$ cat src/rtl/muldiv_pkg.sv
`default_nettype none
// ============================================================================
// Module      : muldiv_pkg
// Description : Shared types and helpers for the RV32M multiply/divide unit.
// Revision    : 1.0 - initial release
// ============================================================================
package muldiv_pkg;

    typedef enum logic [2:0] {
        OP_MUL    = 3'd0,
        OP_MULH   = 3'd1,
        OP_MULHSU = 3'd2,
        OP_MULHU  = 3'd3,
        OP_DIV    = 3'd4,
        OP_DIVU   = 3'd5,
        OP_REM    = 3'd6,
        OP_REMU   = 3'd7
    } muldiv_op_e;

    typedef enum logic [1:0] {
        IDLE = 2'd0,
        CALC = 2'd1,
        DONE = 2'd2
    } muldiv_state_e;

    localparam int MULDIV_STEPS = 32;

    function automatic logic op_is_div(input muldiv_op_e op);
        return op[2];
    endfunction

    function automatic logic op_is_rem(input muldiv_op_e op);
        return op inside {OP_REM, OP_REMU};
    endfunction

    function automatic logic op_returns_hi(input muldiv_op_e op);
        return op inside {OP_MULH, OP_MULHSU, OP_MULHU};
    endfunction

    function automatic logic op_sign1(input muldiv_op_e op);
        return op inside {OP_MUL, OP_MULH, OP_MULHSU, OP_DIV, OP_REM};
    endfunction

    function automatic logic op_sign2(input muldiv_op_e op);
        return op inside {OP_MUL, OP_MULH, OP_DIV, OP_REM};
    endfunction

endpackage
`default_nettype wire

$ cat src/rtl/muldiv_sign_fix.sv
`default_nettype none
// ============================================================================
// Module      : muldiv_sign_fix
// Description : Conditional two's-complement negate of a WIDTH-bit value.
// Revision    : 1.0 - initial release
// ============================================================================
module muldiv_sign_fix #(
    parameter int WIDTH = 64
) (
    input  logic             i_neg,
    input  logic [WIDTH-1:0] i_value,
    output logic [WIDTH-1:0] o_value
);

    assign o_value = i_neg ? (~i_value + WIDTH'(1)) : i_value;

endmodule
`default_nettype wire

$ cat src/rtl/muldiv_seq.sv
`default_nettype none
// ============================================================================
// Module      : muldiv_seq
// Description : Iterative RV32M multiply/divide sequencer, one bit per cycle.
// Revision    : 1.0 - initial release
// ============================================================================
module muldiv_seq
    import muldiv_pkg::*;
#(
    parameter int XLEN = 32
) (
    input  logic            clk,
    input  logic            rst,
    input  logic            in_valid,
    output logic            in_ready,
    input  logic [2:0]      op,
    input  logic [XLEN-1:0] operand1,
    input  logic [XLEN-1:0] operand2,
    input  logic            flush,
    output logic            out_valid,
    output logic [XLEN-1:0] result
);

    localparam int            c_cnt_w     = $clog2(MULDIV_STEPS);
    localparam logic [c_cnt_w-1:0] c_last_step = c_cnt_w'(MULDIV_STEPS - 1);
    localparam logic [XLEN-1:0]    c_int_min   = {1'b1, {(XLEN-1){1'b0}}};

    muldiv_state_e       r_state;
    muldiv_op_e          r_op;
    logic                r_s1;
    logic                r_s2;
    logic [c_cnt_w-1:0]  r_cnt;
    logic [2*XLEN-1:0]   r_acc;
    logic [XLEN-1:0]     r_opnd;
    logic                r_special;
    logic [XLEN-1:0]     r_special_res;
    logic [XLEN-1:0]     r_result;

    muldiv_op_e          w_op;
    logic                w_accept;
    logic                w_s1;
    logic                w_s2;
    logic [XLEN-1:0]     w_mag1;
    logic [XLEN-1:0]     w_mag2;
    logic                w_div_zero;
    logic                w_div_ovf;
    logic                w_special;
    logic [XLEN-1:0]     w_special_res;

    // ------------------------------------------------------------------
    // Accept-time decode
    // ------------------------------------------------------------------
    always_comb begin
        w_op       = muldiv_op_e'(op);
        w_accept   = (r_state == IDLE) && in_valid && !flush;
        w_s1       = operand1[XLEN-1] & op_sign1(w_op);
        w_s2       = operand2[XLEN-1] & op_sign2(w_op);
        w_div_zero = op_is_div(w_op) && (operand2 == '0);
        w_div_ovf  = (w_op inside {OP_DIV, OP_REM}) &&
                     (operand1 == c_int_min) && (operand2 == '1);
        w_special  = w_div_zero || w_div_ovf;
        if (w_div_zero) begin
            w_special_res = op_is_rem(w_op) ? operand1 : '1;
        end else begin
            w_special_res = op_is_rem(w_op) ? '0 : c_int_min;
        end
    end

    muldiv_sign_fix #(.WIDTH(XLEN)) u_mag1 (
        .i_neg   (w_s1),
        .i_value (operand1),
        .o_value (w_mag1)
    );

    muldiv_sign_fix #(.WIDTH(XLEN)) u_mag2 (
        .i_neg   (w_s2),
        .i_value (operand2),
        .o_value (w_mag2)
    );

    // ------------------------------------------------------------------
    // One iteration step. r_acc holds {high, low}: for multiply the low
    // half is the multiplier being shifted out as the product shifts in;
    // for divide it is {partial remainder, dividend/quotient}.
    // ------------------------------------------------------------------
    logic [XLEN:0]     w_mul_sum;
    logic [2*XLEN-1:0] w_mul_next;
    logic [XLEN:0]     w_div_shift;
    logic              w_div_ge;
    logic [XLEN-1:0]   w_div_sub;
    logic [2*XLEN-1:0] w_div_next;
    logic [2*XLEN-1:0] w_step_next;

    always_comb begin
        w_mul_sum  = {1'b0, r_acc[2*XLEN-1:XLEN]} + {1'b0, r_opnd};
        w_mul_next = r_acc[0] ? {w_mul_sum, r_acc[XLEN-1:1]}
                              : {1'b0, r_acc[2*XLEN-1:XLEN], r_acc[XLEN-1:1]};

        w_div_shift = r_acc[2*XLEN-1:XLEN-1];
        w_div_ge    = w_div_shift >= {1'b0, r_opnd};
        // When the subtraction succeeds the difference always fits in XLEN bits.
        w_div_sub   = w_div_shift[XLEN-1:0] - r_opnd;
        w_div_next  = w_div_ge ? {w_div_sub, r_acc[XLEN-2:0], 1'b1}
                               : {w_div_shift[XLEN-1:0], r_acc[XLEN-2:0], 1'b0};

        w_step_next = op_is_div(r_op) ? w_div_next : w_mul_next;
    end

    // ------------------------------------------------------------------
    // Result sign correction
    // ------------------------------------------------------------------
    logic              w_fix_neg;
    logic [2*XLEN-1:0] w_fix_in;
    logic [2*XLEN-1:0] w_fix_out;
    logic [XLEN-1:0]   w_done_res;

    always_comb begin
        if (!op_is_div(r_op)) begin
            w_fix_in  = r_acc;
            w_fix_neg = r_s1 ^ r_s2;
        end else if (op_is_rem(r_op)) begin
            w_fix_in  = {{XLEN{1'b0}}, r_acc[2*XLEN-1:XLEN]};
            w_fix_neg = r_s1;
        end else begin
            w_fix_in  = {{XLEN{1'b0}}, r_acc[XLEN-1:0]};
            w_fix_neg = r_s1 ^ r_s2;
        end
    end

    muldiv_sign_fix #(.WIDTH(2*XLEN)) u_res_fix (
        .i_neg   (w_fix_neg),
        .i_value (w_fix_in),
        .o_value (w_fix_out)
    );

    always_comb begin
        if (r_special) begin
            w_done_res = r_special_res;
        end else if (op_returns_hi(r_op)) begin
            w_done_res = w_fix_out[2*XLEN-1:XLEN];
        end else begin
            w_done_res = w_fix_out[XLEN-1:0];
        end
    end

    // ------------------------------------------------------------------
    // Sequencer
    // ------------------------------------------------------------------
    always_ff @(posedge clk) begin
        if (rst) begin
            r_state       <= IDLE;
            r_op          <= OP_MUL;
            r_s1          <= 1'b0;
            r_s2          <= 1'b0;
            r_cnt         <= '0;
            r_acc         <= '0;
            r_opnd        <= '0;
            r_special     <= 1'b0;
            r_special_res <= '0;
            r_result      <= '0;
        end else begin
            case (r_state)
                IDLE: begin
                    if (w_accept) begin
                        r_op          <= w_op;
                        r_s1          <= w_s1;
                        r_s2          <= w_s2;
                        r_cnt         <= '0;
                        r_special     <= w_special;
                        r_special_res <= w_special_res;
                        if (op_is_div(w_op)) begin
                            r_acc  <= {{XLEN{1'b0}}, w_mag1};
                            r_opnd <= w_mag2;
                        end else begin
                            r_acc  <= {{XLEN{1'b0}}, w_mag2};
                            r_opnd <= w_mag1;
                        end
                        r_state <= w_special ? DONE : CALC;
                    end
                end
                CALC: begin
                    if (flush) begin
                        r_state <= IDLE;
                    end else begin
                        r_acc <= w_step_next;
                        r_cnt <= r_cnt + c_cnt_w'(1);
                        if (r_cnt == c_last_step) begin
                            r_state <= DONE;
                        end
                    end
                end
                DONE: begin
                    if (!flush) begin
                        r_result <= w_done_res;
                    end
                    r_state <= IDLE;
                end
                default: r_state <= IDLE;
            endcase
        end
    end

    // The pulse and its data are presented in the DONE cycle itself so the
    // pipeline can capture on out_valid; a flush hides both.
    assign in_ready  = (r_state == IDLE);
    assign out_valid = (r_state == DONE) && !flush;
    assign result    = out_valid ? w_done_res : r_result;

endmodule
`default_nettype wire
$ cat config.mk
export PLATFORM = sky130hd
export DESIGN_NAME = muldiv_seq
export DESIGN_NICKNAME = d
export VERILOG_FILES = /design/src/rtl/muldiv_pkg.sv /design/src/rtl/muldiv_sign_fix.sv /design/src/rtl/muldiv_seq.sv
export SDC_FILE = /design/constraint.sdc
export NUM_CORES = 1
export LEC_CHECK = 0
export BUFFER_PORTS_ARGS = -buffer_cell sky130_fd_sc_hd__buf_2
export CAP_MARGIN = 20
export CORE_MARGIN = 4
export CORE_UTILIZATION = 60
export DETAILED_ROUTE_END_ITERATION = 6
export PLACE_DENSITY_LB_ADDON = 0.15
export SLEW_MARGIN = 20
export SYNTH_ARGS = -nofsm -noshare
export SYNTH_HDL_FRONTEND = slang
export SYNTH_HIERARCHICAL = 1
export SYNTH_SLANG_ARGS = --single-unit
$ cat constraint.sdc
create_clock -name clk -period 10.5 [get_ports clk]
set_clock_uncertainty 0.15 [all_clocks]
set_input_delay 2.1 -clock clk [delete_from_list [all_inputs] [get_ports clk]]
set_output_delay 2.1 -clock clk [all_outputs]
set_load 0.02 [all_outputs]
==> impl_metrics.csv, run 1 <==
group,metric,value,unit
run_status,status,"complete, but fails checks",
run_status,violations,"DRC",
synthesis,synth_fp_nets,2335,
die,dieArea,30600,um2
grt,grt_pass1_wl,90100,um
place,dpl.hpwl,44400,um
drt,wl_per_cell,22.7,um
pwr,powerDensity,113,nW/um2
critical_path,required,8.25,ns
sta,final.setup.tns,0,ns
pwr,power_frac_comb,0.334,
die,ios,105,
critical_path,setup.worst_path.end_class,"primary output",
synthesis,synth_area_leaders,"dfxtp_1, xnor2_1, mux2i_1",
clock_network,cts_inserted_buffers,17,
sta,period_needed,7.11,ns
synthesis,synthCells,2193,
sta,period_share,0.678,
synthesis,syn_area,16700,um2
sta,fin_ws,3.39,ns
synthesis,synth.distinct_cells,101,
clock_network,clock-sinks,173,
layout,drive_gt1_frac,0.130,
synthesis,synth.largest_area_cell,"dfxtp_1",
clock_network,root_buffer,"clkbuf_16",
pwr,vdd_drop_max,0.000116,V
pwr,clkPwrFrac,0.315,
critical_path,criticalPathCategory,"flop to primary output",
drt,via_per_inst,6.69,
die,fp.dieH,175,um
critical_path,crit_arrival,4.86,ns
drt,drtAntennaViolNets,0,
sta,max_freq,0.141,GHz
sta,hold_viol_final,0,
sta,whs,0.288,ns
drt,wl,58500,um
synthesis,synth-edff-count,0,
worst_hold_path,min-delay-path-class,"flop to flop",
drt,drt-pass1-iter-count,7,
grt,grt_max_degree,93,
layout,num_antenna_cells,0,
synthesis,ys.flop_type,"dfxtp_1",
grt,grt.overflow.total,0,
critical_path,critPathLaunchType,"flop",
layout,area_growth,7.23,%
drt,vias,17200,
synthesis,synth_warnings,6,
pwr,seqPwrFrac,0.351,
pwr,p_int,1.24,mW
clock_network,h-tree-depth,4,
synthesis,synth-seq-cells,173,
critical_path,worstPathMaxFanout,62,
synthesis,synth_top_area_share,0.207,
clock_network,post_cts_buffers,0,
pwr,switchingPower,0.790,mW
synthesis,synth_seq_area_share,0.207,
clock_network,cts_buffer_depth,2,
sta,relSlewSlack,0.330,
grt,grt_pass1_vias,15500,
place,gp_congestion,0.973,
pwr,leakagePower,7.28,nW
sta,rsz0062_at_grt,"no",
die,rows,60,
sta,setup_viol,0,
clock_network,cts_tree,"done",
synthesis,async_reset_ff_frac,0,
synthesis,yosysMostFrequentCell,"nand2_1",
sta,worstMarginPinSlew,1.01,ns
flow_run,drv_cap,0,
die,start_util,0.616,
drt,drc,6,
die,die_w,175,um
layout,fillers,2444,
die,coreArea,27200,um2
clock_network,ctsResizeCount,0,
grt,antenna_found_initial,1,
drt,drtIter0Drc,2100,
clock_network,clk_latency,0.46,ns
place,post-place-ws,3.98,ns
clock_network,cts_hold_buf,0,
layout,fin_nets,2333,
clock_network,clkTransAtPathRegs,0.08,ns
place,port_buffers,104,
grt,grt_use_total,0.368,
pwr,swShare,0.389,
synthesis,ys_top_cells_by_count,"nand2_1, nor2_1, dfxtp_1",
synthesis,avgSynthCellArea,7.64,um2
sta,finalMaxSlewViolations,0,
==> kinds of logic after synthesis <==
logic type,count (synthesis),synth area share
and+or+nand+nor,751,0.238
AOI/OAI and AO/OA,679,0.275
buffers and inverters,204,0.0477
DFF,173,0.207
xor gates and xnor gates,166,0.0868
muxes,149,0.0921
adders and majority gates,71,0.0539
==> worst max-delay path: stages (launching register included) <==
cell     delay (ns)
dfxtp_4        0.86
nand2_1        0.15
buf_4          0.32
mux2_2         0.36
or4_4          0.59
nor4_2         0.53
nand3_4        0.28
o41ai_4        0.35
xnor2_1        0.15
mux2i_1        0.08
nor2_1         0.15
a21oi_1        0.06
o21ai_0        0.25
buf_2          0.22
==> layout by cell type (no fill, tap or decap), types with 23 or more instances in the layout <==
cell | netlist | final
nor2b_1 | 106 | 105
nor4_1 | 23 | 23
nand4_1 | 25 | 25
o21ai_0 | 169 | 169
a21oi_1 | 154 | 154
dfxtp_1 | 173 | 171
nor3_1 | 32 | 30
mux2i_1 | 108 | 108
a211oi_1 | 116 | 116
ha_1 | 69 | 69
a21o_1 | 34 | 34
buf_2 | 5 | 102
inv_1 | 60 | 60
mux2_2 | 41 | 41
nand2_1 | 216 | 215
xnor2_1 | 148 | 147
o31ai_1 | 44 | 44
nand3_1 | 34 | 34
nor2_1 | 176 | 174
==> power by group through the flow <==
stage                     sequential (mW)  clock [mW]  combinational (mW)
final                               0.713       0.639               0.678
after global routing                0.714       0.670               0.726
after CTS                           0.711       0.641               0.660
after detailed placement            0.726           0               0.656
after global placement              0.726           0               0.645
after floorplan                     0.708           0               0.484
==> worst paths after layout <==
check                                       start           endpoint  slack, ns  depth (start not counted)
worst min register to register  r_special_res[12]  r_special_res[12]       0.29                          2
worst max-delay path                      r_op[2]         result[28]       3.39                         13
worst min-delay path            r_special_res[12]  r_special_res[12]       0.29                          2
worst max register to register            r_op[2]        r_result[3]       5.86                         13
==> per-layer routing <==
layer,wire (um),track usage,vias up
li1,-,-,8034
met1,25300,0.522,8130
met2,25200,0.562,934
met3,5670,0.0647,140
met4,2320,0.133,2
met5,13,0,-
==> metrics by stage <==
stage | total power [mW] | cell area, um2 | instances | util
after floorplan | 1.19 | 16700 | 2193 | -
after global placement | 1.37 | 17400 | 2544 | 0.639
after detailed placement | 1.38 | 17400 | 2544 | 0.639
after CTS | 2.01 | 18000 | 2576 | 0.661
after global routing | 2.11 | 18000 | 2576 | 0.661
final | 2.03 | 18000 | 2576 | 0.661
==> sequential cells by signal (all words and copies together) (netlist names), 2 cells and up <==
signal         flops
r_op               3
r_cnt              5
r_result          32
r_special_res     32
r_acc             64
r_state            2
r_opnd            32
==> layout make-up <==
| type | instances | area (um2) | area share |
|---|---|---|---|
| clock buffers | 17 | 425 | 0.0237 |
| clock inverters | 15 | 151 | 0.00843 |
| inverters | 60 | 225 | 0.0125 |
| multi-input cells | 1816 | 12600 | 0.699 |
| flip-flops and latches | 173 | 3470 | 0.193 |
| well taps | 372 | 465 | 0.0259 |
| repair buffers | 123 | 668 | 0.0372 |
(Power assumes the default switching activity.)
==> inputs of run 2 (changes only) <==
clock period = 7.3 ns   (was 10.5 ns; I/O delays follow)
==> impl_metrics.csv, run 2 (synthesized netlist as in run 1, its figures left out) <==
group,metric,value,unit
run_status,status,"completed",
layout,largest_reg_flops,64,
pwr,vdd_drop_max,0.000185,V
critical_path,criticalPathCategory,"flop to primary output",
grt,grt_use_total,0.372,
sta,finalMaxSlewViolations,0,
place,post-place-ws,1.33,ns
sta,fin_ws,1.02,ns
die,rows,60,
critical_path,setup.worst_path.end_class,"primary output",
clock_network,root_buffer,"clkbuf_16",
flow_run,drv_cap,0,
grt,grt_max_degree,104,
drt,drtIter0Drc,1884,
sta,setup_viol,0,
sta,period_share,0.860,
drt,drc,0,
grt,grt.overflow.total,0,
die,ios,105,
layout,regMostFlops,"r_acc",
layout,drive_gt1_frac,0.131,
sta,relSlewSlack,0.283,
clock_network,h-tree-depth,4,
layout,final_cell_mix,"nand2_1, nor2_1, dfxtp_1",
die,coreArea,27200,um2
critical_path,required,5.69,ns
clock_network,post_cts_buffers,0,
layout,num_antenna_cells,0,
critical_path,worstPathMaxFanout,27,
die,start_util,0.616,
clock_network,cts_hold_buf,0,
pwr,total_power,3.00,mW
grt,antenna_found_initial,2,
place,dpl.hpwl,44800,um
clock_network,cts_inserted_buffers,17,
layout,fin_nets,2334,
drt,wl,59600,um
pwr,powerDensity,166,nW/um2
place,post-place-cells,2545,
layout,area_growth,7.64,%
drt,drtAntennaViolNets,0,
layout,final_common_cell,"nand2_1",
layout,instances_no_fill,2577,
drt,wl_per_cell,23.1,um
die,fp.dieH,175,um
sta,period_needed,6.28,ns
drt,drt-pass1-iter-count,5,
sta,final.setup.tns,0,ns
place,gp_congestion,0.978,
sta,hold_viol_final,0,
place,placed_area,17400,um2
clock_network,cts_buffer_depth,2,
worst_hold_path,min-delay-path-class,"flop to flop",
critical_path,critPathLaunchType,"flop",
die,dieArea,30600,um2
sta,whs,0.288,ns
grt,grt_pass1_wl,90900,um
sta,rsz0062_at_grt,"no",
layout,stdcell_area,18000,um2
sta,worstMarginPinSlew,1.08,ns
drt,via_per_inst,6.77,
place,port_buffers,104,
clock_network,clk_latency,0.45,ns
clock_network,cts_tree,"done",
layout,finish.utilization,0.663,
drt,vias,17400,
clock_network,clkTransAtPathRegs,0.07,ns
die,die_w,175,um
pwr,leakagePower,7.31,nW
critical_path,crit_arrival,4.67,ns
clock_network,ctsResizeCount,0,
grt,grt_pass1_vias,15800,
clock_network,clock-sinks,173,
sta,max_freq,0.159,GHz
-- run 2: changes by cell type in the layout (fill, tap and decap cells not counted), sizes merged --
| cell | before | now |
|---|---|---|
| clkinvlp | 3 | 1 |
| buf | 123 | 124 |
| clkinv | 5 | 4 |
| inv | 67 | 68 |
| bufinv | 0 | 2 |
-- run 2: power by group --
part           internal, mW  switching [mW]  total [mW]  leakage (nW)
Combinational         0.355           0.630       0.985          5.61
Sequential            0.976          0.0463        1.02          1.40
Clock                 0.525           0.466       0.991         0.302
Total                  1.86            1.14        3.00          7.31
-- run 2: worst max-delay path, cell delays in order, from the launching register on --
cell and delay (ns):
dfxtp_1 0.35, nand2_2 0.54, buf_4 0.29, mux2_2 0.40, or4_2 0.70, nor3_1 0.28
nand3_2 0.29, o31ai_1 0.40, xnor2_1 0.15, mux2i_1 0.08, nor2_1 0.12, a21oi_1 0.05
o21ai_0 0.31, buf_2 0.24
-- run 2: final cells by class --
class / instances / area (um2)
flip-flops and latches: 173 / 3470
clock buffers: 17 / 425
repair buffers: 124 / 688
clock inverters: 15 / 198
well taps: 372 / 465
inverters: 60 / 225
fillers: 2460 / 9150
multi-input cells: 1816 / 12600
-- run 2: final timing paths --
| check | start | endpoint | slack [ns] | cells after the start |
|---|---|---|---|---|
| hold reg to reg | r_special_res[14] | r_special_res[14] | 0.29 | 2 |
| setup / recovery | r_op[1] | result[31] | 1.02 | 13 |
| setup reg to reg | r_op[1] | r_result[31] | 2.92 | 13 |
| hold / removal | r_special_res[14] | r_special_res[14] | 0.29 | 2 |
-- run 2: layer usage --
metal  track usage  vias up  wire length, um  share of wire
met5             0        -               12        0.00020
met4         0.132        2             2360          0.040
li1              -     8045                -              -
met1         0.522     8264            25500           0.43
met2         0.569      984            25800           0.43
met3        0.0731      142             6020           0.10
